--- src/rtl/cam_to_ram_fifo_if.sv ---
// cam_to_ram_fifo_if: pixel-word push/pop bus between the camera framebuffer
// (master) and the camera-to-SDRAM FIFO (slave).
//
// Handshake: a request is taken on a rising clk edge only when its side is
// able to take it. A write (wrreq) is taken when wrfull=0, and a read
// (rdreq) is taken when rdempty=0. A request raised against a full or
// empty FIFO is dropped without any side effect. There is no stall: the
// requester samples the flags itself and must not rely on a retry.
interface cam_to_ram_fifo_if #(
    parameter int DATA_WIDTH = 10,
    parameter int ADDR_WIDTH = 8
);
    logic [DATA_WIDTH-1:0] data;
    logic                  wrreq;
    logic                  rdreq;
    logic [DATA_WIDTH-1:0] q;
    logic                  rdempty;
    logic                  wrfull;
    logic [ADDR_WIDTH:0]   usedw;

    modport master (
        output data, wrreq, rdreq,
        input  q, rdempty, wrfull, usedw
    );

    modport slave (
        input  data, wrreq, rdreq,
        output q, rdempty, wrfull, usedw
    );
endinterface

--- src/rtl/cam_to_ram_fifo.sv ---
// cam_to_ram_fifo: single-clock FIFO between the camera pixel stream and the
// SDRAM write port. Depth is 2**ADDR_WIDTH words.
//
// Build option CAM_TO_RAM_FIFO_SHOWAHEAD_EN: when defined, q is a
// combinational read of the head word (show-ahead), and rdreq acknowledges
// it. When undefined, q is registered and updated by each accepted read.
module cam_to_ram_fifo #(
    parameter int DATA_WIDTH = 10,
    parameter int ADDR_WIDTH = 8
) (
    input  logic               clk,
    input  logic               reset_n,
    cam_to_ram_fifo_if.slave   bus
);

    // Count value at which the FIFO is full (2**ADDR_WIDTH).
    localparam logic [ADDR_WIDTH:0] FULL_COUNT = {1'b1, {ADDR_WIDTH{1'b0}}};

    logic [DATA_WIDTH-1:0] mem [2**ADDR_WIDTH];
    logic [ADDR_WIDTH-1:0] wp;
    logic [ADDR_WIDTH-1:0] rp;
    logic [ADDR_WIDTH:0]   count;
    logic                  wr_ok;
    logic                  rd_ok;

    // Flags decode the registered count only, so no input reaches an output.
    assign bus.rdempty = (count == '0);
    assign bus.wrfull  = (count == FULL_COUNT);
    assign bus.usedw   = count;

    // A full FIFO drops the write even when a read frees a slot on the same
    // edge; an empty FIFO drops the read even when a write arrives.
    assign wr_ok = bus.wrreq & ~bus.wrfull;
    assign rd_ok = bus.rdreq & ~bus.rdempty;

    // Storage array: written on accepted writes, never reset.
    always_ff @(posedge clk) begin
        if (wr_ok) begin
            mem[wp] <= bus.data;
        end
    end

    // Pointers wrap by natural overflow; count tracks net occupancy.
    always_ff @(posedge clk or negedge reset_n) begin
        if (!reset_n) begin
            wp    <= '0;
            rp    <= '0;
            count <= '0;
        end else begin
            if (wr_ok) begin
                wp <= wp + 1'b1;
            end
            if (rd_ok) begin
                rp <= rp + 1'b1;
            end
            case ({wr_ok, rd_ok})
                2'b10:   count <= count + 1'b1;
                2'b01:   count <= count - 1'b1;
                default: count <= count;
            endcase
        end
    end

`ifdef CAM_TO_RAM_FIFO_SHOWAHEAD_EN
    // Show-ahead: head word is presented without waiting for rdreq.
    assign bus.q = mem[rp];
`else
    logic [DATA_WIDTH-1:0] q_r;

    // Registered read: q picks up the head word on the accepting edge and
    // holds it until the next accepted read.
    always_ff @(posedge clk or negedge reset_n) begin
        if (!reset_n) begin
            q_r <= '0;
        end else if (rd_ok) begin
            q_r <= mem[rp];
        end
    end

    assign bus.q = q_r;
`endif

endmodule

--- src/flat_wrapper.sv ---
// flat-port wrapper written by rule: the top's interface ports become plain ports
module cam_to_ram_fifo_flat 
#(
    parameter int DATA_WIDTH = 10,
    parameter int ADDR_WIDTH = 8
)
  (clk, reset_n, bus_data, bus_wrreq, bus_rdreq, bus_q, bus_rdempty, bus_wrfull, bus_usedw);
  cam_to_ram_fifo_if #(.DATA_WIDTH(DATA_WIDTH), .ADDR_WIDTH(ADDR_WIDTH)) bus_i ();
  input  logic clk;
  input  logic reset_n;
  input wire logic [$bits(bus_i.data)-1:0] bus_data;
  input wire logic [$bits(bus_i.wrreq)-1:0] bus_wrreq;
  input wire logic [$bits(bus_i.rdreq)-1:0] bus_rdreq;
  output wire logic [$bits(bus_i.q)-1:0] bus_q;
  output wire logic [$bits(bus_i.rdempty)-1:0] bus_rdempty;
  output wire logic [$bits(bus_i.wrfull)-1:0] bus_wrfull;
  output wire logic [$bits(bus_i.usedw)-1:0] bus_usedw;
  assign bus_i.data = bus_data;
  assign bus_i.wrreq = bus_wrreq;
  assign bus_i.rdreq = bus_rdreq;
  assign bus_q = bus_i.q;
  assign bus_rdempty = bus_i.rdempty;
  assign bus_wrfull = bus_i.wrfull;
  assign bus_usedw = bus_i.usedw;
  cam_to_ram_fifo #(.DATA_WIDTH(DATA_WIDTH), .ADDR_WIDTH(ADDR_WIDTH)) u_core (.clk(clk), .reset_n(reset_n), .bus(bus_i));
endmodule
--- config.mk ---
export PLATFORM = sky130hd
export DESIGN_NAME = cam_to_ram_fifo_flat
export DESIGN_NICKNAME = d
export VERILOG_FILES = /design/src/rtl/cam_to_ram_fifo_if.sv /design/src/rtl/cam_to_ram_fifo.sv /design/src/flat_wrapper.sv
export SDC_FILE = /design/constraint.sdc
export NUM_CORES = 2
export LEC_CHECK = 0
export ABC_CLOCK_PERIOD_IN_PS = 3800
export CAP_MARGIN = 30
export CORE_ASPECT_RATIO = 0.8
export CORE_MARGIN = 3
export CORE_UTILIZATION = 50
export DETAILED_ROUTE_END_ITERATION = 8
export GPL_TIMING_DRIVEN = 1
export PLACE_DENSITY = 0.65
export REMOVE_ABC_BUFFERS = 1
export SKIP_LAST_GASP = 1
export SYNTH_ARGS = -nofsm -noshare
export SYNTH_HDL_FRONTEND = slang
export SYNTH_SLANG_ARGS = --single-unit
--- constraint.sdc ---
create_clock -name clk -period 3.8 [get_ports clk]
set_input_delay 0.57 -clock clk [delete_from_list [all_inputs] [get_ports clk]]
set_output_delay 0.57 -clock clk [all_outputs]
set_load 0.05 [all_outputs]
# ---- Word level (Yosys, flattened, before mapping)
# Memories as Yosys holds them, arrays and structs flattened. A register that Yosys moved wholly into a read port is not among the register bits.
# Cells that the tools add are included.
# W data, S select, Z words.
dict set report op_classes {
  addsub 4
  n_eq_ne 3
  n_mux 3
  bitwise 4
  n_reduce_logical 3
}
# cell count
set op_table {}
lappend op_table {{$pmux W9 S2} 1}
lappend op_table {{$add A8 B1 Y8 const B} 2}
lappend op_table {{$add A9 B1 Y9 const B} 1}
lappend op_table {{$eq A9 B9 Y1 const B} 1}
lappend op_table {{$logic_not A9 Y1} 1}
lappend op_table {{$sub A9 B1 Y9 const B} 1}
lappend op_table {{$and A1 B1 Y1} 2}
lappend op_table {{$eq A2 B1 Y1 const B} 1}
lappend op_table {{$eq A2 B2 Y1 const B} 1}
lappend op_table {{$mux W1} 2}
lappend op_table {{$not A1 Y1} 2}
lappend op_table {{$reduce_bool A2 Y1} 1}
lappend op_table {{$logic_not A1 Y1} 1}
dict set report word_totals {
  ff_bits 25
  mem_bits_rw 2560
  inputBits 14
  out_inout_bits 21
  word_cells 21
  mem_count 1
}
# name depth width rd rd_clocked_by_memory_dff write_ports line_no
set memory_table {}
lappend memory_table {u_core.mem 256 10 1 1 1 cam_to_ram_fifo.sv:19} ;# logic [DATA_WIDTH-1:0] mem [2**ADDR_WIDTH];

# ---- Logic depth before layout (Yosys ltp)
dict set report logic_depth {
  word_depth 5
  mapped_depth 16
  ltp_nobuf 15
}

# ---- Worst setup path after synthesis
# Ideal clock, no wire load.
dict set report synth_timing {
  path_kind {flip-flop to flip-flop}
  start {register u_core.count[0] (netlist: u_core.bus.usedw[0])}
  end {register u_core.count[7] (netlist: u_core.bus.usedw[7])}
  setup_time_ns 0.137
  t_arrival_ns 3.330
  required_ns 3.663
  path_slack_ns 0.333
  stages_incl_launch_ff 15
  path_buffers 0
  synth_period_minus_slack_ns 3.467
  path_cell_list {dfrtp_1 > nor4_1 > nand2_1 > o21ai_0 > clkinv_1 > ha_1 > ha_1 > a21o_1 > a21oi_1 > o21ai_0 > a21oi_1 > o21bai_1 > a21oi_1 > xor2_1 > o21ai_0}
}
dict set report synth_between {
  elab_chain_len 5
  elab_cells_between_ends 12
  classes_between {add/sub (2); eq/ne (3); mux (1); bitwise (4); reduce/logical (2)}
}
# item line_no
set synth_lines {}
lappend synth_lines {{from (decl)} cam_to_ram_fifo.sv:22} ;# logic [ADDR_WIDTH:0] count;
lappend synth_lines {{from (signal assigned)} cam_to_ram_fifo.sv:57} ;# 2'b10: count <= count + 1'b1;
lappend synth_lines {{from (signal assigned)} cam_to_ram_fifo.sv:58} ;# 2'b01: count <= count - 1'b1;
lappend synth_lines {{from (signal assigned)} cam_to_ram_fifo.sv:59} ;# default: count <= count;
lappend synth_lines {{$logic_not A9 Y1 (*)} cam_to_ram_fifo.sv:27} ;# assign bus.rdempty = (count == '0);
lappend synth_lines {{$not A1 Y1 (*)} cam_to_ram_fifo.sv:34} ;# assign rd_ok = bus.rdreq & ~bus.rdempty;
lappend synth_lines {{$and A1 B1 Y1 (*)} cam_to_ram_fifo.sv:34}
lappend synth_lines {{via u_core.rd_ok} cam_to_ram_fifo.sv:24} ;# logic rd_ok;
lappend synth_lines {{$eq A2 B1 Y1 / $eq A2 B2 Y1 (equally long branches)} cam_to_ram_fifo.sv:56} ;# case ({wr_ok, rd_ok})
lappend synth_lines {{$pmux W9 S2 / $reduce_bool A2 Y1 (equally long branches)} n/a}
# Mark *: on every way through the listed nets, which the timed path passes. The rest lies on a longest branch.
# A chain may end at the register's enable or synchronous reset.

==> impl_metrics.py <==
metrics = {
    "detailed_routing": {
        "dr.first_iter.drc_count": 7512,
        "first_pass_iters": 6,
        "wl_per_cell_um": 33.0,
        "drtAntennaViolNets": 0,
        "vias": 51400,
        "drt_wl_total_um": 267000,
        "drt-vias-per-instance": 6.35,
        "drc": 0,
    },
    "floorplan": {
        "design.die.area_mm2": 0.207,
        "io_pins": 35,
        "die_w_um": 508,
        "core_area_mm2": 0.199,
        "rows": 146,
        "start_util_pct": 50.6,
        "chipHeight_um": 407,
    },
    "power": {
        "powerDensity_mw_per_mm2": 697,
        "p_leak_nw": 37.2,
        "ir_drop_mv": 0.463,
    },
    "layout": {
        "fill_cells": 14400,
        "final_nets": 5261,
        "syn2layout_area_growth_pct": 14.7,
        "register_area_mm2": 0.0778,
        "final_util_pct": 58.0,
        "multiInputGateArea_mm2": 0.0216,
        "layout-drive-gt1-share_pct": 29.1,
    },
    "global_routing": {
        "antenna_found_initial": 11,
        "grt_use_total_pct": 25.9,
        "grt_pass1_vias": 50400,
        "grt.overflow.total": 0,
        "grt_max_degree": 178,
        "grt_pass1_wl_um": 380000,
    },
    "clock_tree": {
        "cts_buffers": 235,
        "root_buffer": "clkbuf_16",
        "cts_tree": "yes",
        "clk_latency_ns": 0.88,
        "htree_levels": 4,
        "clk_pin_slew_ns": 0.07,
        "cts_buffer_depth": 3,
        "clock-sinks": 2595,
    },
    "timing": {
        "fin_crit_sh_pct": 97.9,
        "setup_viol": 0,
        "layout_min_cycle_time_ns": 3.72,
        "skew_ns": 0.0636,
        "relSlewSlack_pct": 26.9,
        "setup_tns_ns": 0,
        "rsz0062_at_grt": "false",
        "tightest_slew_ns": 1.09,
        "hold_viol_final": 0,
        "drv_slew": 0,
        "fmax_ghz": 0.269,
    },
    "worst_setup_path": {
        "crit_chain": "buf_12 -> buf_12 -> buf_4 -> mux4_2 -> a222oi_1 -> o21ai_0 -> nand2_1 -> a221o_1 -> o311ai_0",
        "slowest_stage": "a222oi_1",
        "cp_data_required_time_ns": 4.51,
        "worst_ep_arrival_time_ns": 4.43,
        "path_max_fanout": 32,
        "critPathLaunchType": "flip-flop",
        "worstSetupEndpointType": "flip-flop",
        "path_class": "reg -> reg",
        "slowest_delay_ns": 0.70,
        "cp_common_cell": "buf_12",
    },
    "synth": {
        "synthesis.instances": 4652,
        "avgSynthCellArea_um2": 21.6,
        "yosys_warnings": 0,
        "syn-cell-area_mm2": 0.101,
        "async_flop_share_pct": 1.35,
        "synthFlopType": "edfxtp_1",
        "synth_edf_count": 2560,
        "seq_area_frac_synth_pct": 77.2,
        "synth_cell_types": 57,
        "ys_seq_elements": 2595,
    },
    "worst_hold_path": {
        "hold_class": "in -> async",
    },
    "placed_design": {
        "hpwlAfterDp_um": 170000,
        "port_buffers": 34,
        "gp_congestion": 0.912,
    },
    "outcome": {
        "status": "completed",
    },
    "flow_run": {
        "drv_cap": 0,
    },
}
[worst max-delay path: cells and delay by family, from the launching register on]
family          cells  cell delay [ns]
compound gates      4             1.35
buf+inv             3             0.79
flops               1             0.69
mux                 1             0.52
simple gates        1             0.18
[stage by stage]
stage	hold slack [ns]	worst slack (ns)	power, mW	cell area [µm²]	std cells
finish	0.0928	0.0803	80.5	116000	8093
global route	0.0673	0.0524	83.0	116000	8092
CTS	0.0340	0.0404	80.9	115000	8092
detailed placement	0.427	0.0544	58.3	108000	7658
global placement	0.509	-0.232	58.1	108000	7656
floorplan	0.274	-25.55	42.4	99200	4378
[report_power, final]
part / leakage (nW) / switching (mW) / internal (mW)
registers: 23.4 / 0.629 / 31.9
logic: 10.2 / 14.8 / 10.6
clock network: 3.55 / 10.3 / 12.3
[path summary, 6_finish.rpt]
| path | startpoint | end | slack [ns] | depth (start not counted) |
|---|---|---|---|---|
| hold / removal | reset_n | u_core.bus.usedw[8] | 0.09 | 2 |
| setup / recovery | u_core.rp[0] | u_core.bus.q[9] | 0.08 | 9 |
| setup reg to reg | u_core.rp[0] | u_core.bus.q[9] | 0.08 | 9 |
| min in group clk | bus_data[6] | u_core.mem[198][6] | 0.24 | 1 |
| max in group asynchronous | reset_n | u_core.rp[0] | 3.19 | 3 |
| hold reg to reg | u_core.rp[7] | u_core.rp[7] | 0.54 | 1 |
[layout by cell type, fill, tap and decap left out, types with 9 or more instances in the layout]
cell	instances
dfrtp_1	29
clkdlybuf4s50_1	23
a22o_1	14
clkinv_1	61
mux2i_1	244
buf_4	524
clkbuf_1	57
edfxtp_1	2560
a22oi_1	45
inv_1	12
nand2b_1	12
ha_1	12
bufinv_16	13
nand2_2	16
a211oi_1	16
clkbuf_8	10
a221oi_1	33
nand3_1	25
xnor2_1	17
o21ai_0	53
a31oi_1	17
nand2_1	74
o221ai_1	33
clkinv_2	41
nor2b_1	19
o2111ai_1	10
nor2_1	288
a21o_1	9
mux2_2	22
buf_12	58
clkbuf_16	237
o22ai_1	21
mux4_2	608
nand4_1	11
a21oi_1	72
nor3_1	10
o211ai_1	16
[repair_timing]
item                                    4_1_cts  5_1_grt
endpoints found under the hold margin        43        0
buffers inserted                              0        0
hold buffers                                  2        0
gates resized for setup                       0        6
endpoints found under the setup margin        0        4
[layer usage]
| metal | wire, µm | GRT usage, % |
|---|---|---|
| met4 | 7630 | 6.96 |
| met3 | 30300 | 6.63 |
| met5 | 28 | 0 |
| met2 | 120000 | 37.5 |
| met1 | 109000 | 39.4 |
[synth_stat cells (12+ instances only)]
library cell	instances	area [µm²]
mux2i_1	244	2440
a211oi_1	16	120
a22oi_1	45	338
o211ai_1	16	120
clkbuf_1	122	458
a221oi_1	33	289
buf_1	20	75.1
o221ai_1	33	289
a31oi_1	17	106
xnor2_1	17	149
buf_2	67	335
nor2_1	291	1090
nand3_1	26	130
edfxtp_1	2560	76900
nor2b_1	24	150
dfrtp_1	35	876
buf_6	28	315
nand2b_1	12	75.1
o22ai_1	21	131
nand2_1	90	338
a21oi_1	72	360
inv_1	13	48.8
o21ai_0	54	270
a22o_1	14	123
ha_1	13	163
mux4_2	608	13700
buf_4	37	278
mux2_2	22	248
[area by class of cell]
type	count	area share, %
Sequential cell	2595	67.3
Multi-Input combinational cell	1769	18.7
Clock buffer	294	5.32
Timing Repair Buffer	618	4.75
Tap cell	2664	2.89
Clock inverter	138	1.01
Inverter	14	0.0455
Antenna cell	1	0.00217
[state kept, by name (all words and copies together), names as in the netlist]
name and count:
u_core.wp 8, u_core.bus.q 10, u_core.rp 8, u_core.bus.usedw 9
u_core.mem 2560
[logic make-up after synthesis]
family / after synthesis / synth area share (%)
AO/OA/AOI/OAI: 378 / 2.65
XOR/XNOR: 22 / 0.191
adder cells (fa/ha/maj): 14 / 0.181
buffers and inverters: 288 / 1.50
flip-flops: 2595 / 77.2
multiplexers: 874 / 16.3
AND/OR/NAND/NOR: 481 / 2.00
(Power assumes the default switching activity.)
